## src/rtl/cla_pipe_adder_if.sv

```systemverilog
// cla_pipe_adder_if: operand/result handshake bundle for cla_pipe_adder
interface cla_pipe_adder_if #(parameter int WIDTH = 32);
   logic in_valid, in_ready, ci, sub, out_valid, out_ready, co, ovf;
   logic [WIDTH-1:0] a, b, sum;
   modport master (
      output in_valid, a, b, ci, sub, out_ready,
      input  in_ready, out_valid, sum, co, ovf
   );
   modport slave (
      input  in_valid, a, b, ci, sub, out_ready,
      output in_ready, out_valid, sum, co, ovf
   );
endinterface

```

## src/rtl/cla_pipe_adder.sv

```systemverilog
// cla_pipe_adder: pipelined segmented carry-lookahead adder/subtractor, one segment per stage
module cla_pipe_adder #(
   parameter int WIDTH = 32,
   parameter int SEG = 8
) (
   input logic clk,
   input logic rst,
   cla_pipe_adder_if.slave bus
);
   localparam int S = WIDTH / SEG;
   logic [WIDTH-1:0] bx;
   logic [S-1:0] v, ld;
   assign bx = bus.b ^ {WIDTH{bus.sub}};
   // each stage may load when it is empty or everything downstream moves
   always_comb begin
      logic go;
      go = bus.out_ready;
      ld = '0;
      for (int k = S - 1; k >= 0; k--) begin
         go = !v[k] || go;
         ld[k] = go;
      end
   end
   assign bus.in_ready = ld[0];
   for (genvar k = 0; k < S; k++) begin : g_st
      localparam int L = k * SEG;
      logic [WIDTH-1:0] ua, an, a_q;
      logic [WIDTH-L-1:0] ub;
      logic [SEG-1:0] g, p, s;
      logic uc, uv, cn, v_q, c_q;
      if (k == 0) begin : g_src
         assign ua = bus.a;
         assign ub = bx;
         assign uc = bus.sub | bus.ci;
         assign uv = bus.in_valid;
      end else begin : g_src
         assign ua = g_st[k-1].a_q;
         assign ub = g_st[k-1].g_b.b_q;
         assign uc = g_st[k-1].c_q;
         assign uv = g_st[k-1].v_q;
      end
      assign g = ua[L +: SEG] & ub[SEG-1:0];
      assign p = ua[L +: SEG] ^ ub[SEG-1:0];
      always_comb begin
         logic cc;
         cc = uc;
         s = '0;
         for (int i = 0; i < SEG; i++) begin
            s[i] = p[i] ^ cc;
            cc = g[i] | (p[i] & cc);
         end
         cn = cc;
         an = ua;
         an[L +: SEG] = s;
      end
      always_ff @(posedge clk)
         if (rst) begin
            v_q <= 1'b0;
            a_q <= '0;
            c_q <= 1'b0;
         end else if (ld[k]) begin
            v_q <= uv;
            if (uv) begin
               a_q <= an;
               c_q <= cn;
            end
         end
      assign v[k] = v_q;
      if (k < S - 1) begin : g_b
         logic [WIDTH-L-SEG-1:0] b_q;
         always_ff @(posedge clk)
            if (rst) b_q <= '0;
            else if (ld[k] && uv) b_q <= ub[WIDTH-L-1:SEG];
      end else begin : g_m
         // carry into the MSB recovered from its sum and propagate bits
         logic m_q;
         always_ff @(posedge clk)
            if (rst) m_q <= 1'b0;
            else if (ld[k] && uv) m_q <= s[SEG-1] ^ p[SEG-1];
      end
   end
   assign bus.out_valid = g_st[S-1].v_q;
   assign bus.sum = g_st[S-1].a_q;
   assign bus.co = g_st[S-1].c_q;
   assign bus.ovf = g_st[S-1].g_m.m_q ^ g_st[S-1].c_q;
endmodule

```

## src/flat_wrapper.sv

```systemverilog
// flat-port wrapper written by rule: the top's interface ports become plain ports
module cla_pipe_adder_flat 
#(
   parameter int WIDTH = 32,
   parameter int SEG = 8
)
  (clk, rst, bus_in_valid, bus_a, bus_b, bus_ci, bus_sub, bus_out_ready, bus_in_ready, bus_out_valid, bus_sum, bus_co, bus_ovf);
  cla_pipe_adder_if #(.WIDTH(WIDTH)) bus_i ();
  input logic clk;
  input logic rst;
  input wire logic [$bits(bus_i.in_valid)-1:0] bus_in_valid;
  input wire logic [$bits(bus_i.a)-1:0] bus_a;
  input wire logic [$bits(bus_i.b)-1:0] bus_b;
  input wire logic [$bits(bus_i.ci)-1:0] bus_ci;
  input wire logic [$bits(bus_i.sub)-1:0] bus_sub;
  input wire logic [$bits(bus_i.out_ready)-1:0] bus_out_ready;
  output wire logic [$bits(bus_i.in_ready)-1:0] bus_in_ready;
  output wire logic [$bits(bus_i.out_valid)-1:0] bus_out_valid;
  output wire logic [$bits(bus_i.sum)-1:0] bus_sum;
  output wire logic [$bits(bus_i.co)-1:0] bus_co;
  output wire logic [$bits(bus_i.ovf)-1:0] bus_ovf;
  assign bus_i.in_valid = bus_in_valid;
  assign bus_i.a = bus_a;
  assign bus_i.b = bus_b;
  assign bus_i.ci = bus_ci;
  assign bus_i.sub = bus_sub;
  assign bus_i.out_ready = bus_out_ready;
  assign bus_in_ready = bus_i.in_ready;
  assign bus_out_valid = bus_i.out_valid;
  assign bus_sum = bus_i.sum;
  assign bus_co = bus_i.co;
  assign bus_ovf = bus_i.ovf;
  cla_pipe_adder #(.WIDTH(WIDTH), .SEG(SEG)) u_core (.clk(clk), .rst(rst), .bus(bus_i));
endmodule
```

## config.mk

```make
export PLATFORM = sky130hd
export DESIGN_NAME = cla_pipe_adder_flat
export DESIGN_NICKNAME = d
export VERILOG_FILES = /design/src/rtl/cla_pipe_adder_if.sv /design/src/rtl/cla_pipe_adder.sv /design/src/flat_wrapper.sv
export SDC_FILE = /design/constraint.sdc
export NUM_CORES = 1
export LEC_CHECK = 0
export CAP_MARGIN = 0
export CORE_MARGIN = 10
export CORE_UTILIZATION = 56
export CTS_CLUSTER_DIAMETER = 50
export CTS_CLUSTER_SIZE = 30
export DETAILED_ROUTE_END_ITERATION = 8
export GPL_ROUTABILITY_DRIVEN = 0
export PLACE_DENSITY_LB_ADDON = 0.05
export SLEW_MARGIN = 0
export SYNTH_ARGS = -nofsm -noshare
export SYNTH_HDL_FRONTEND = slang
export SYNTH_SLANG_ARGS = --single-unit
```

## constraint.sdc

```tcl
create_clock -name clk -period 5.8 [get_ports clk]
set_clock_uncertainty 0.1 [all_clocks]
set_input_delay 0.58 -clock clk [delete_from_list [all_inputs] [get_ports clk]]
set_output_delay 0.58 -clock clk [all_outputs]
set_load 0.02 [all_outputs]
```

==> summary by stage <==
Critical path
The endpoint of the worst setup timing path is u_core.g_st[3].g_m.m_q. The buffers plus inverters on the worst setup path is 3. The number of logic stages on the critical path including buffering is 14.

Traced cell by cell, the critical path runs through inv_1, fa_1, inv_1, fa_1, fa_1, fa_1, fa_1, fa_1, fa_1, inv_1, fa_1, xnor2_1, nand3_1, a21oi_1. The class of the most critical setup path is flop to flop. The worst setup path is launched from a flop. Data on the critical path arrives at its endpoint at approximately 4.7 ns. The kind of end point of the critical path is a flop.

On the critical path the largest part of the delay comes from adder cells. Among all stages on the critical path, the largest delay is contributed by sky130_fd_sc_hd__fa_1. The endpoint identified for the worst register-to-register timing path is u_core.g_st[3].g_m.m_q. In this run the register-to-register setup slack is 1.39 ns. The logic depth of the worst register-to-register path is 14. The data required time of the worst path is 6.05 ns. The worst flop-to-flop path startpoint is u_core.g_st[2].c_q. The largest fanout on the critical path is 2. The delay contributed by the slowest stage of the critical path is 0.47 ns. The most frequent cell on the critical path is sky130_fd_sc_hd__fa_1.

The startpoint of the most critical setup path is u_core.g_st[2].c_q.

Finish
The antenna cell count is 0. Leaving out fill and tap cells, the most frequent cells in the layout are 184 x sky130_fd_sc_hd__dfxtp_1, 128 x sky130_fd_sc_hd__a21oi_1, 115 x sky130_fd_sc_hd__nand3_1. The most common cell after layout, fill and taps aside is sky130_fd_sc_hd__dfxtp_1. In the final design database the tool counted about 1100 nets.

From synthesis to final layout, the design area changed by 18.8%. Once layout is complete, the cells apart from fillers number between 1000 and 1500. After filler insertion, the fill cell instance count of the layout stands at 1184. Cells fill 68.2% of the core in the end. The share of final-layout standard cells stronger than drive strength 1 is 7.65%.

Run
The tool flagged a number of max-cap violations equal to 0.

Synthesis
The synthesized design contains 0 enable-type register cells. The synthesized design spends more area on one cell type than any other, namely sky130_fd_sc_hd__dfxtp_1. The post-synthesis instance area is 0.00837 mm2. The most frequently used flop master after synthesis is sky130_fd_sc_hd__dfxtp_1. The post-synth net total is 1023.

The proportion of synthesized chip area in sequential cells is 44.2%. The top cell type by area accounts for between 40% and 50% of the synthesized area. By area the synthesized netlist is led by sky130_fd_sc_hd__dfxtp_1 44%, sky130_fd_sc_hd__a21oi_1 7.7%, sky130_fd_sc_hd__fa_1 7.7%. The proportion of register bits with asynchronous set or reset after synthesis is 0%. Synthesis handed over a netlist of slightly above 900 instances.

During synthesis, Yosys emitted a total of 0 warnings. The count of distinct cell types in the synthesized netlist is 32. The flip-flop and latch count after synthesis is about 190. A synthesized cell averages 9.10 um2.

Floorplan
The chip height is 142 um. After floorplanning, the core was divided into 44 placement rows. The floorplan step defined a die boundary enclosing 0.0202 mm2. The placeable core area is 0.0146 mm2. The initial utilization of the core area, before any placement, comes to 57.4%. Measured along the x axis, the die boundary spans 142 um. 106 I/O pins were placed.

Power and ir drop
The analysis attributes to cell leakage a power of 3.58 nW. The switching share of power is 22.3%. The total power density per cell area is between 200 and 300 mW/mm2. For this design the total switching power over the nets is 623 uW. Of the total power, registers draw approximately 49%. Power comes to 2.79 mW.

The portion of total power attributed to the clock network is 42.0%. The cell-internal power is approximately 2.2 mW. Combinational logic burns 9.6% of the power.

VDD sags by at most 257 uV.

Timing
The number of hold violations in the final report is 0. Dividing the final minimum period by the clock period gives between 70 and 80%. Summed over all failing endpoints, the final setup total negative slack is 0 ns. Setup violations remaining at the end of the flow were counted as 0.

For this run, the top clock speed supported by timing is 227 MHz. The number of slew-limit violations in the final report is 0. Setup repair after global routing left no endpoint under its margin. Once routing completed, OpenROAD measured the worst setup slack at 1.39 ns. The worst pin sits at a relative slew slack of a little under a fifth.

Subtracting the final worst setup slack from the clock period gives 4.41 ns. For the pin with the worst max-slew slack, the measured transition is roughly 1.2 ns.

GRT
The wire length of the first global-routing pass is 31.0 mm. The total routing usage reported by global routing is 18.3%. For this run the aggregate overflow at the end of global routing stands at 0. The number of antenna violations at the first check in global routing came to 0. Entering global routing, the biggest net connects around 180 pins. The number of global-route vias before repair is ~6300. The global-route track usage on met3 is 4.34%. Global routing used 28.0% of the available met2 tracks. After global routing, the most crowded layer is met2. Global routing used 25.1% of the available met1 tracks.

CTS
In this run the deepest clock path goes through 2 buffers. The number of buffers inserted for hold repair after clock tree synthesis is 0. The number of setup buffers added after CTS is 0. The clock-pin slew of the registers on the worst-case setup and hold paths is about 0.060 ns. In this run the clock root is driven by a sky130_fd_sc_hd__clkbuf_16. The tree built by TritonCTS fans out to between 150 and 200 sinks. The number of gates resized after CTS was 0. The TritonCTS buffer count is 17. The number of H-tree levels is 4. The TritonCTS clock tree is yes. At the later pin of the worst-skew pair, clock insertion delay measures 0.43 ns.

Routing
Before antenna repair, the detailed router went through 6 iterations. The detailed router placed approximately 6400 vias in this run. The detailed-route vias per instance is around 5.5. The initial DRC count is roughly 570.

Dividing the detail-routed wire length by the instance count gives 15.8 um. In this run the remaining antenna-violating nets after routing total 0. Wires add up to 18.4 mm. In the routed design, unresolved DRC markers number 0.

Place
After detailed placement, the design holds a cell count of between 1000 and 1500. The HPWL after detailed placement is between 10 and 15 mm. The pre-CTS setup slack is 1.03 ns. In this run the tool buffered the top-level ports with 105 buffer cells.

Status
The run finished with clean final reports.

Hold path
The class of the tightest hold or removal check is flop to flop.
[power by group through the flow]
stage               sequential, mW  combinational, mW  clock (mW)
global route                  1.36              0.298        1.24
finish                        1.35              0.267        1.17
floorplan                     1.37              0.184           0
detailed placement            1.38              0.267           0
CTS                           1.35              0.269        1.18
global placement              1.38              0.259           0
[per-layer routing]
metal,part of all wire (%),vias up,routed length (um)
li1,-,3230,-
met1,49,3061,8940
met2,45,142,8310
met3,5.2,14,959
met4,1.2,0,222
met5,0,-,0
[synth_stat cells, types with 8 or more instances]
master and instances:
sky130_fd_sc_hd__a21oi_1 128, sky130_fd_sc_hd__a311oi_1 9, sky130_fd_sc_hd__buf_1 8, sky130_fd_sc_hd__buf_2 18
sky130_fd_sc_hd__clkbuf_1 54, sky130_fd_sc_hd__dfxtp_1 185, sky130_fd_sc_hd__fa_1 32, sky130_fd_sc_hd__inv_1 32
sky130_fd_sc_hd__mux2_2 25, sky130_fd_sc_hd__mux2i_1 26, sky130_fd_sc_hd__nand2b_1 53, sky130_fd_sc_hd__nand3_1 115
sky130_fd_sc_hd__nor2_1 31, sky130_fd_sc_hd__nor2b_1 30, sky130_fd_sc_hd__o21ai_0 109, sky130_fd_sc_hd__xnor2_1 32
[worst register-to-register path: stages, from the launching register on]
cell	delay, ns
sky130_fd_sc_hd__dfxtp_1	0.31
sky130_fd_sc_hd__inv_1	0.07
sky130_fd_sc_hd__fa_1	0.17
sky130_fd_sc_hd__inv_1	0.06
sky130_fd_sc_hd__fa_1	0.44
sky130_fd_sc_hd__fa_1	0.46
sky130_fd_sc_hd__fa_1	0.46
sky130_fd_sc_hd__fa_1	0.46
sky130_fd_sc_hd__fa_1	0.47
sky130_fd_sc_hd__fa_1	0.44
sky130_fd_sc_hd__inv_1	0.09
sky130_fd_sc_hd__fa_1	0.42
sky130_fd_sc_hd__xnor2_1	0.15
sky130_fd_sc_hd__nand3_1	0.09
sky130_fd_sc_hd__a21oi_1	0.15
[registers in the layout (all words and copies together) (netlist names)]
register and cells:
u_core.g_st.a_q 96, u_core.bus.sum 32, u_core.g_st.c_q 3, u_core.bus.co 1
u_core.bus.out_valid 1, u_core.g_st.g_b.b_q 48, u_core.g_st.v_q 3, u_core.g_st.g_m.m_q 1
[stage by stage]
step                hold WS (ns)  instance area (um2)
finish                     0.362                 9950
global route               0.376                 9950
CTS                        0.364                 9950
detailed placement         0.356                 9350
global placement           0.351                 9350
floorplan                  0.339                 8370
[how the worst min path moves through the flow]
| stage | endpoint | slack, ns | start | depth (start not counted) |
|---|---|---|---|---|
| 3_5_place_dp | u_core.g_st[1].a_q[16] | 0.36 | u_core.g_st[0].a_q[16] | 2 |
| 5_1_grt | u_core.g_st[1].g_b.b_q[5] | 0.38 | u_core.g_st[0].g_b.b_q[13] | 2 |
| 3_3_place_gp | u_core.g_st[2].a_q[29] | 0.35 | u_core.g_st[1].a_q[29] | 2 |
| 2_1_floorplan | u_core.g_st[1].a_q[0] | 0.34 | u_core.g_st[0].a_q[0] | 2 |
| 4_1_cts | u_core.g_st[2].a_q[7] | 0.36 | u_core.g_st[1].a_q[7] | 2 |
| 6_report | u_core.g_st[2].a_q[9] | 0.36 | u_core.g_st[1].a_q[9] | 2 |
[cell families (layout without fill, tap and decap cells)]
logic type	after synthesis	count (layout)	synth area share (%)
AO/OA/AOI/OAI	258	258	16.1
AND/OR/NAND/NOR	234	234	14.9
flip-flops	185	185	44.2
buffers and inverters	121	181	6.22
multiplexers	55	55	7.19
XOR/XNOR	34	34	3.56
adder cells (fa/ha/maj)	33	33	7.80
[final cells by class]
type,count,area [um2],area share (%)
flip-flops and latches,185,3700,37.2
clock buffers,23,478,4.80
clock inverters,9,120,1.21
well taps,184,230,2.31
multi-input cells,614,4160,41.8
repair buffers,117,1140,11.4
inverters,32,120,1.21
Note: power is estimated with default switching activity, not from simulation.
==> patch: new RTL, same flow settings <==
`WIDTH` is set to 32 in 3 places; all go to 40.
--- a/src/rtl/cla_pipe_adder_if.sv
+++ b/src/rtl/cla_pipe_adder_if.sv
@@ -1,5 +1,5 @@
 // cla_pipe_adder_if: operand/result handshake bundle for cla_pipe_adder
-interface cla_pipe_adder_if #(parameter int WIDTH = 32);
+interface cla_pipe_adder_if #(parameter int WIDTH = 40);
    logic in_valid, in_ready, ci, sub, out_valid, out_ready, co, ovf;
    logic [WIDTH-1:0] a, b, sum;
    modport master (
--- a/src/rtl/cla_pipe_adder.sv
+++ b/src/rtl/cla_pipe_adder.sv
@@ -1,6 +1,6 @@
 // cla_pipe_adder: pipelined segmented carry-lookahead adder/subtractor, one segment per stage
 module cla_pipe_adder #(
-   parameter int WIDTH = 32,
+   parameter int WIDTH = 40,
    parameter int SEG = 8
 ) (
    input logic clk,
--- a/src/flat_wrapper.sv
+++ b/src/flat_wrapper.sv
@@ -1,7 +1,7 @@
 // flat-port wrapper written by rule: the top's interface ports become plain ports
 module cla_pipe_adder_flat 
 #(
-   parameter int WIDTH = 32,
+   parameter int WIDTH = 40,
    parameter int SEG = 8
 )
   (clk, rst, bus_in_valid, bus_a, bus_b, bus_ci, bus_sub, bus_out_ready, bus_in_ready, bus_out_valid, bus_sum, bus_co, bus_ovf);
Interface: changed (resized bus_a, bus_b and bus_sum); port bits go from 106 to 130. No check against the original RTL was run, so the function may have changed too.
==> patch against the unedited design <==
Count of clock-buffer cells in the layout is 11 higher; wire length grew 47%; sequential cell count grew 106; largest power group unchanged; synthesized area grew 48%; clock power grew 77%; total power grew 61%; design area rose by 46%; largest cell class is now registers; critical endpoint is now u_core.g_st[4].g_m.m_q$_SDFFE_PP0P_; worst setup slack got worse by 0.067 ns; highest routed layer unchanged.
==> patch: results (changes against the unedited design) <==
run_status:
  status: "complete, no violations"
layout:
  largest_register: "u_core.g_st.a_q"
  layout-drive-gt1-share: 0.0580  # -0.0186
  largest_register_ff_count: 160  # +67%
  fill_cells: 1829  # +54%
  antenna_cells: 0  # unchanged
grt:
  antenna_found_initial: 0  # unchanged
  grt_pass1_wl_mm: 45.6  # +47%
  grt_max_degree: 150  # -17%
  grt_pass1_vias: 8770  # +39%
  track_usage: 0.184  # +0.00185
cts:
  cts_resized: 0  # unchanged
  cts_buffers: 30  # +13
  clk-insertion-delay-late_ns: 0.55  # +0.12 ns
  htree_num_levels: 1  # -3
  cts.clk_slew.worst_paths_ns: 0.07
  cts.path.max_buffers: 3  # +1
timing:
  worst_slack_ns: 1.32  # -0.0672 ns
  max_slew.worst_pin.slew_ns: 1.02  # -0.188 ns
drt:
  wl_per_cell_um: 16.0  # +1.1%
  drtPass1Iterations: 5  # -1
  initialDrtViolationCount: 764  # +35%
  drt_wl_total_mm: 27.1  # +47%
  viasPerCell: 5.49  # -0.90%
setup_path:
  slowest_stage: "fa_1"
  endpoint: "u_core.g_st[4].g_m.m_q$_SDFFE_PP0P_"
  endpoint_kind: "register"
  crit_fanout: 2  # unchanged
  arrival_ns: 4.86  # +0.19 ns
  r2r_cells: 14  # unchanged
  startpoint: "u_core.g_st[3].c_q$_SDFFE_PP0P_"
worst_hold_path:
  min_path_type: "reg2reg"
yosys:
  ys_types: 34  # +6.3%
  yosysSeqAreaShare: 0.471  # +0.0291
  syn_inst: 1348  # +47%
  yosysWarnings: 0  # unchanged
  netlist_top_cells_count: "dfxtp_1 (291), nand2_1 (186), a21oi_1 (153)"
  ys.flop_type: "dfxtp_1"
  synth-async-reset-ratio: 0  # unchanged
  synth.area.top_cells: "dfxtp_1 (47%), mux2i_1 (9.5%), fa_1 (6.5%)"
  synth_nets: 1475  # +44%
pwr:
  switching_share: 0.238  # +0.0143
  leakage_nw: 5.36  # +50%
  ir_drop_mv: 0.195  # -24%
  seq-power_w: 0.00209  # +55%
  p_comb_frac: 0.072  # -0.024
placed_design:
  pre_cts_ws_ns: 1.08  # +0.0456 ns
  place_inst: 1639  # +45%
  hpwl_mm: 17.4  # +38%
  port_buffers: 129  # +23%
run:
  cap_violations: 0  # unchanged
==> patch: changes by cell type in the layout (fill, tap and decap cells not counted), moves of 26 or more <==
cell	unedited run	this run
o21ai_0	109	145
xor2_1	2	28
nor2b_1	30	0
mux2i_1	26	117
nand2_1	1	186
nand2b_1	53	1
dfxtp_1	184	289
==> patch: metal layers <==
layer  part of all wire  routed length (µm)  up-vias  global-route usage
met5                  0                   0        -                   0
met4              0.016                 431        0              0.0435
met3              0.061                1660       28              0.0331
met2               0.40               10800      251               0.247
met1               0.53               14200     4304               0.294
li1                   -                   -     4721                   -
==> patch: per-stage QoR <==
| stage | power [W] | area (µm²) | utilization | hold WS, ns |
|---|---|---|---|---|
| finish | 0.00448 | 14600 | 0.670 | 0.351 |
| global route | 0.00464 | 14600 | 0.670 | 0.377 |
| CTS | 0.00452 | 14600 | 0.670 | 0.358 |
| detailed placement | 0.00246 | 13500 | 0.620 | 0.347 |
| global placement | 0.00245 | 13500 | 0.620 | 0.344 |
| floorplan | 0.00235 | 12400 | - | 0.335 |
==> patch: worst min-delay path by stage <==
stage,startpoint,endpoint,slack (ns),depth (start not counted)
after floorplan,u_core.g_st[1].a_q[16]$_SDFFE_PP0P_,u_core.g_st[1].a_q[16]$_SDFFE_PP0P_,0.33,2
after global placement,u_core.g_st[1].a_q[12]$_SDFFE_PP0P_,u_core.g_st[1].a_q[12]$_SDFFE_PP0P_,0.34,2
after detailed placement,u_core.g_st[1].g_b.b_q[15]$_SDFFE_PP0P_,u_core.g_st[1].g_b.b_q[15]$_SDFFE_PP0P_,0.35,2
after CTS,u_core.g_st[3].a_q[22]$_SDFFE_PP0P_,u_core.bus.sum[22]$_SDFFE_PP0P_,0.36,2
after global routing,u_core.g_st[1].g_b.b_q[19]$_SDFFE_PP0P_,u_core.g_st[1].g_b.b_q[19]$_SDFFE_PP0P_,0.38,2
final,u_core.g_st[3].a_q[22]$_SDFFE_PP0P_,u_core.bus.sum[22]$_SDFFE_PP0P_,0.35,2
==> patch: cell families after synthesis <==
kind of cell    count (synthesis)  share of synthesized area
mux                           117                     0.0948
compound gates                345                      0.155
buf+inv                       171                     0.0636
simple gates                  341                      0.120
flops                         291                      0.471
xor+xnor                       42                     0.0298
fa+ha+maj                      41                     0.0658
==> patch: worst max-delay path: cells and delay by family (launching register included) <==
kind            cells  cell delay [ns]
compound gates      1             0.16
xor+xnor            1             0.17
fa+ha+maj           8             3.35
buf+inv             3             0.23
flops               1             0.32
simple gates        1             0.09
==> patch: final cells by class <==
cell class	instances	share of cell area
clock inverters	22	0.0194
inverters	41	0.0109
well taps	280	0.0240
repair buffers	141	0.0943
clock buffers	34	0.0554
multi-input cells	886	0.396
flip-flops and latches	291	0.400
